## config.mk

```make
export PLATFORM = sky130hd
export DESIGN_NAME = fetch_align_queue
export DESIGN_NICKNAME = d
export VERILOG_FILES = /design/src/rtl/fetch_align_queue.sv
export SDC_FILE = /design/constraint.sdc
export NUM_CORES = 1
export LEC_CHECK = 0
export ABC_AREA = 1
export BUFFER_PORTS_ARGS = -buffer_cell sky130_fd_sc_hd__buf_2
export CAP_MARGIN = 15
export CORE_UTILIZATION = 45
export CTS_BUF_LIST = sky130_fd_sc_hd__clkbuf_8
export CTS_CLUSTER_DIAMETER = 80
export DETAILED_ROUTE_END_ITERATION = 8
export PLACE_DENSITY = 0.63
export SYNTH_ARGS = -nofsm -noshare
export SYNTH_HDL_FRONTEND = slang
export SYNTH_SLANG_ARGS = --single-unit
export TNS_END_PERCENT = 100
```

## constraint.sdc

```tcl
create_clock -name clk -period 3.5 [get_ports clk]
set_clock_uncertainty 0.15 [all_clocks]
set_input_delay 0.35 -clock clk [delete_from_list [all_inputs] [get_ports clk]]
set_output_delay 0.35 -clock clk [all_outputs]
set_load 0.05 [all_outputs]
```

## src/rtl/fetch_align_queue.sv

```systemverilog
// Instruction fetch queue: word-granular memory fetch feeding a halfword-aligned
// instruction presenter that handles mixed 16/32-bit encodings and straddling words.
module fetch_align_queue #(
    parameter int unsigned DEPTH    = 4,
    parameter logic [31:0] RESET_PC = 32'h0
) (
    input  logic        clk,
    input  logic        rst,
    input  logic        redirect,
    input  logic [31:0] redirect_pc,
    input  logic        fence,
    input  logic        stall,
    output logic        imem_valid,
    output logic [31:0] imem_addr,
    input  logic        imem_ready,
    input  logic [31:0] imem_rdata,
    output logic        out_valid,
    output logic [31:0] out_pc,
    output logic [31:0] out_instr,
    output logic        out_rvc
);
    localparam int unsigned PW = $clog2(DEPTH);
    localparam int unsigned CW = PW + 1;

    // F_DROP: a transaction issued before a flush is still outstanding; its data is discarded
    typedef enum logic [1:0] {
        F_IDLE,
        F_BUSY,
        F_DROP
    } fetch_state_t;

    fetch_state_t  state;
    logic [31:0]   queue [DEPTH];
    logic [PW-1:0] head;
    logic [PW-1:0] tail;
    logic [PW-1:0] head_next;
    logic [CW-1:0] count;
    logic [CW-1:0] count_nxt;
    logic [31:0]   addr;
    logic [31:0]   retarget;
    logic [31:0]   pc;

    logic [31:0]   head_word;
    logic [15:0]   next_lo;
    logic          avail;
    logic [31:0]   instr;
    logic          rvc;
    logic          flush;
    logic [31:0]   target;
    logic [31:0]   target_word;
    logic          consume;
    logic          pop;
    logic          push;

    assign head_next = head + 1'b1;
    assign head_word = queue[head];
    assign next_lo   = queue[head_next][15:0];

    // Alignment: a 32-bit instruction at pc[1]=1 straddles the head and next words
    always_comb begin
        avail = 1'b0;
        instr = '0;
        rvc   = 1'b0;
        if (!pc[1]) begin
            if (count != '0) begin
                avail = 1'b1;
                if (head_word[1:0] == 2'b11) begin
                    instr = head_word;
                end else begin
                    instr = {16'h0000, head_word[15:0]};
                    rvc   = 1'b1;
                end
            end
        end else if (head_word[17:16] != 2'b11) begin
            if (count != '0) begin
                avail = 1'b1;
                instr = {16'h0000, head_word[31:16]};
                rvc   = 1'b1;
            end
        end else if (count >= CW'(2)) begin
            avail = 1'b1;
            instr = {next_lo, head_word[31:16]};
        end
    end

    assign flush       = redirect | fence;
    assign target      = redirect ? redirect_pc : pc;
    assign target_word = {target[31:2], 2'b00};

    assign out_valid = avail & ~flush;
    assign consume   = out_valid & ~stall;
    // Only the upper-halfword start or a full word at pc[1]=0 finishes the head word
    assign pop       = consume & (pc[1] | ~rvc);
    assign push      = (state == F_BUSY) & imem_ready & ~flush;
    assign count_nxt = count + CW'(push) - CW'(pop);

    assign imem_valid = (state != F_IDLE);
    assign imem_addr  = addr;
    assign out_pc     = pc;
    assign out_instr  = instr;
    assign out_rvc    = rvc;

    always_ff @(posedge clk) begin
        if (push) begin
            queue[tail] <= imem_rdata;
        end
    end

    always_ff @(posedge clk) begin
        if (!rst) begin
            state    <= F_IDLE;
            head     <= '0;
            tail     <= '0;
            count    <= '0;
            pc       <= RESET_PC;
            addr     <= {RESET_PC[31:2], 2'b00};
            retarget <= {RESET_PC[31:2], 2'b00};
        end else begin
            if (flush) begin
                head  <= '0;
                tail  <= '0;
                count <= '0;
                pc    <= target;
            end else begin
                if (push) begin
                    tail <= tail + 1'b1;
                end
                if (pop) begin
                    head <= head_next;
                end
                count <= count_nxt;
                if (consume) begin
                    pc <= pc + (rvc ? 32'd2 : 32'd4);
                end
            end

            // A new request is only started if the eventual push is guaranteed a free slot
            case (state)
                F_IDLE: begin
                    if (flush) begin
                        addr  <= target_word;
                        state <= F_BUSY;
                    end else if (count_nxt < CW'(DEPTH)) begin
                        state <= F_BUSY;
                    end
                end
                F_BUSY: begin
                    if (imem_ready) begin
                        if (flush) begin
                            addr  <= target_word;
                            state <= F_BUSY;
                        end else begin
                            addr  <= addr + 32'd4;
                            state <= (count_nxt < CW'(DEPTH)) ? F_BUSY : F_IDLE;
                        end
                    end else if (flush) begin
                        retarget <= target_word;
                        state    <= F_DROP;
                    end
                end
                F_DROP: begin
                    if (imem_ready) begin
                        addr  <= flush ? target_word : retarget;
                        state <= F_BUSY;
                    end else if (flush) begin
                        retarget <= target_word;
                    end
                end
                default: state <= F_IDLE;
            endcase
        end
    end

endmodule

```

==> impl_metrics.tcl <==
set metrics [dict create \
    cts_setup_buffers 0 \
    crit_fanout 15 \
    clockBufferDepth 3 \
    overflow 0 \
    die_h_um 171 \
    htreeDepth 2 \
    drive_gt1_frac 0.151 \
    die-width_um 171 \
    setup_violations 0 \
    numCtsBuffers 41 \
    crit_arrival_ns 2.88 \
    placed_area_um2 14100 \
    globalRouteMet2Util 0.398 \
    post-route-cell-area_um2 15300 \
    grt_pass1_wl_mm 62.3 \
    seq_area_um2 5990 \
    fmaxAchievable_ghz 0.296 \
    synth_edf_count 128 \
    io_buffers 168 \
    synth-async-reset-ratio 0 \
    final_common_cell "nand2_1" \
    antenna_found_initial 1 \
    dpl.hpwl_mm 27.2 \
    ys_ff_latch 235 \
    path_clk_slew_ns 0.07 \
    vias 12687 \
    n_fill_cell 2772 \
    grt_max_degree 60 \
    finalHoldViolCount 0 \
    final_cell_mix "nand2_1, nor2_1, buf_2" \
    run_status "completed" \
    gp_congestion 0.868 \
    busiest_layer "met1" \
    drtPass1Iterations 5 \
    required_ns 3.00 \
    rows 61 \
    drc 0 \
    synth_fp_nets 1818 \
    drt_iter0_drc 1332 \
    vdd_drop_max_mv 0.211 \
    pwr_density_cell_nw_per_um2 491 \
    finalMaxSlewViolations 0 \
    cp-end-kind "output port" \
    cts_tree "done" \
    ant_nets 0 \
    ys_seq_area_frac 0.464 \
    finalCritPeriodShare 0.967 \
    vias_per_cell 5.46 \
    leakage_nw 6.18 \
    area_growth_pct 18.4 \
    grt_pass1_vias 11395 \
    core_area_um2 28000 \
    synthFlopType "edfxtp_1" \
    period_minus_slack_ns 3.38 \
    die-area_um2 29400 \
    synth.distinct_cells 50 \
    rsz0062_at_grt "true" \
    initial_core_util 0.461 \
    ioPinCount 169 \
    clockRootBuffer "clkbuf_8" \
    worst_pin_slew_ns 0.868 \
    drt-total-wl_mm 40.7 \
    cap_viol_max_count 0 \
    clock_latency_ns 0.56 \
    final_nets 2003 \
    met1_usage 0.416 \
    avgSynthCellArea_um2 7.46 \
    multi_input_area_um2 6140 \
    crit_type "flip-flop to output port" \
    clock_sinks 235 \
    synth_warnings 0 \
    maxSlewHeadroom 0.420 \
    avgRoutedWirePerCell_um 17.5 \
    grt_usage 0.274 \
    hp-class "input port to flip-flop" \
    synth_cells 1730 \
    timing.critical_path.from_type "flip-flop" \
    tns_ns 0 \
    synth.cell_area_um2 12900 \
    met3_usage 0.0495 \
]
==> sequential cells by signal (all words and copies together) (netlist names), named ones only <==
signal,cells
count,3
head,2
imem_addr,32
out_pc,32
queue,128
retarget,32
state,2
tail,2
==> metrics by stage <==
stage / instances / total power [W] / utilization / worst slack, ns / hold slack, ns
global placement: 2216 / 0.00496 / 0.503 / 0.123 / 0.286
finish: 2325 / 0.00750 / 0.546 / 0.116 / 0.0369
detailed placement: 2216 / 0.00498 / 0.503 / 0.00913 / 0.293
CTS: 2324 / 0.00753 / 0.545 / 0.0388 / 0.00527
floorplan: 1730 / 0.00447 / - / 0.0791 / 0.274
global route: 2325 / 0.00783 / 0.546 / -0.0217 / 0.0289
==> critical path, stage by stage, from the launching register on <==
cell	delay [ns]
dfxtp_4	0.39
inv_2	0.13
nand2_1	0.07
a32oi_1	0.25
nand2_1	0.08
nor2_1	0.15
nand2_1	0.49
o22ai_1	0.42
buf_2	0.33
==> layer usage <==
layer	vias up	routed length, µm
li1	6169	-
met1	5870	19200
met2	577	16800
met3	71	3930
met4	0	737
met5	-	0
==> timing repair <==
item | 4_1_cts | 5_1_grt
gates resized for setup | 1 | 6
endpoints found under the setup margin | 1 | 9
endpoints found under the hold margin | 130 | 0
hold buffers | 34 | 0
==> cells in the mapped netlist, drive strengths merged (2+ instances only) <==
| library cell | number | area (µm²) |
|---|---|---|
| nand2 | 518 | 1970 |
| nor2 | 258 | 986 |
| o21ai | 145 | 729 |
| a21oi | 128 | 652 |
| edfxtp | 128 | 3840 |
| inv | 112 | 423 |
| dfxtp | 107 | 2140 |
| clkbuf | 55 | 206 |
| nand3 | 53 | 270 |
| buf | 36 | 198 |
| o22ai | 31 | 194 |
| nor3 | 22 | 110 |
| o31ai | 22 | 165 |
| xor2 | 17 | 149 |
| a221oi | 16 | 140 |
| ha | 16 | 200 |
| a32o | 14 | 140 |
| o21bai | 6 | 45.0 |
| clkinv | 5 | 18.8 |
| nand3b | 5 | 37.5 |
| nand4 | 5 | 31.3 |
| a211oi | 4 | 30.0 |
| a31oi | 4 | 25.0 |
| nor4 | 3 | 18.8 |
| o221ai | 3 | 26.3 |
| or2 | 3 | 18.8 |
| xnor2 | 3 | 26.3 |
| fa | 2 | 40.0 |
==> layout make-up <==
class / count / area share
Multi-Input combinational cell: 1287 / 0.402
Antenna cell: 1 / 0.000164
Inverter: 117 / 0.0289
Clock buffer: 48 / 0.0432
Timing Repair Buffer: 233 / 0.0925
Clock inverter: 26 / 0.0106
Tap cell: 378 / 0.0309
Sequential cell: 235 / 0.392
==> final timing paths <==
| kind | start | depth (start not counted) | end | slack (ns) |
|---|---|---|---|---|
| hold reg to reg | retarget[16]$_SDFFE_PN0P_ | 2 | retarget[16]$_SDFFE_PN0P_ | 0.30 |
| setup reg to reg | flip-flop | 20 | state[1]$_SDFFE_PN0P_ | 0.21 |
| hold / removal | imem_ready | 3 | tail[0]$_SDFFE_PP0P_ | 0.04 |
| setup / recovery | flip-flop | 8 | out_instr[30] | 0.12 |
==> where the power goes <==
part           switching (W)  internal (W)  leakage, nW
combinational        0.00124      0.000480         3.68
clock                0.00117       0.00134        0.468
sequential          0.000194       0.00307         2.03
==> cell families after synthesis <==
| group | count (synthesis) | synth area share |
|---|---|---|
| simple gates | 869 | 0.268 |
| compound gates | 379 | 0.170 |
| flops | 235 | 0.464 |
| buf+inv | 208 | 0.0655 |
| xor+xnor | 20 | 0.0136 |
| fa+ha+maj | 18 | 0.0186 |
| mux | 1 | 0.000776 |
Power figures use the tool's default switching activity.
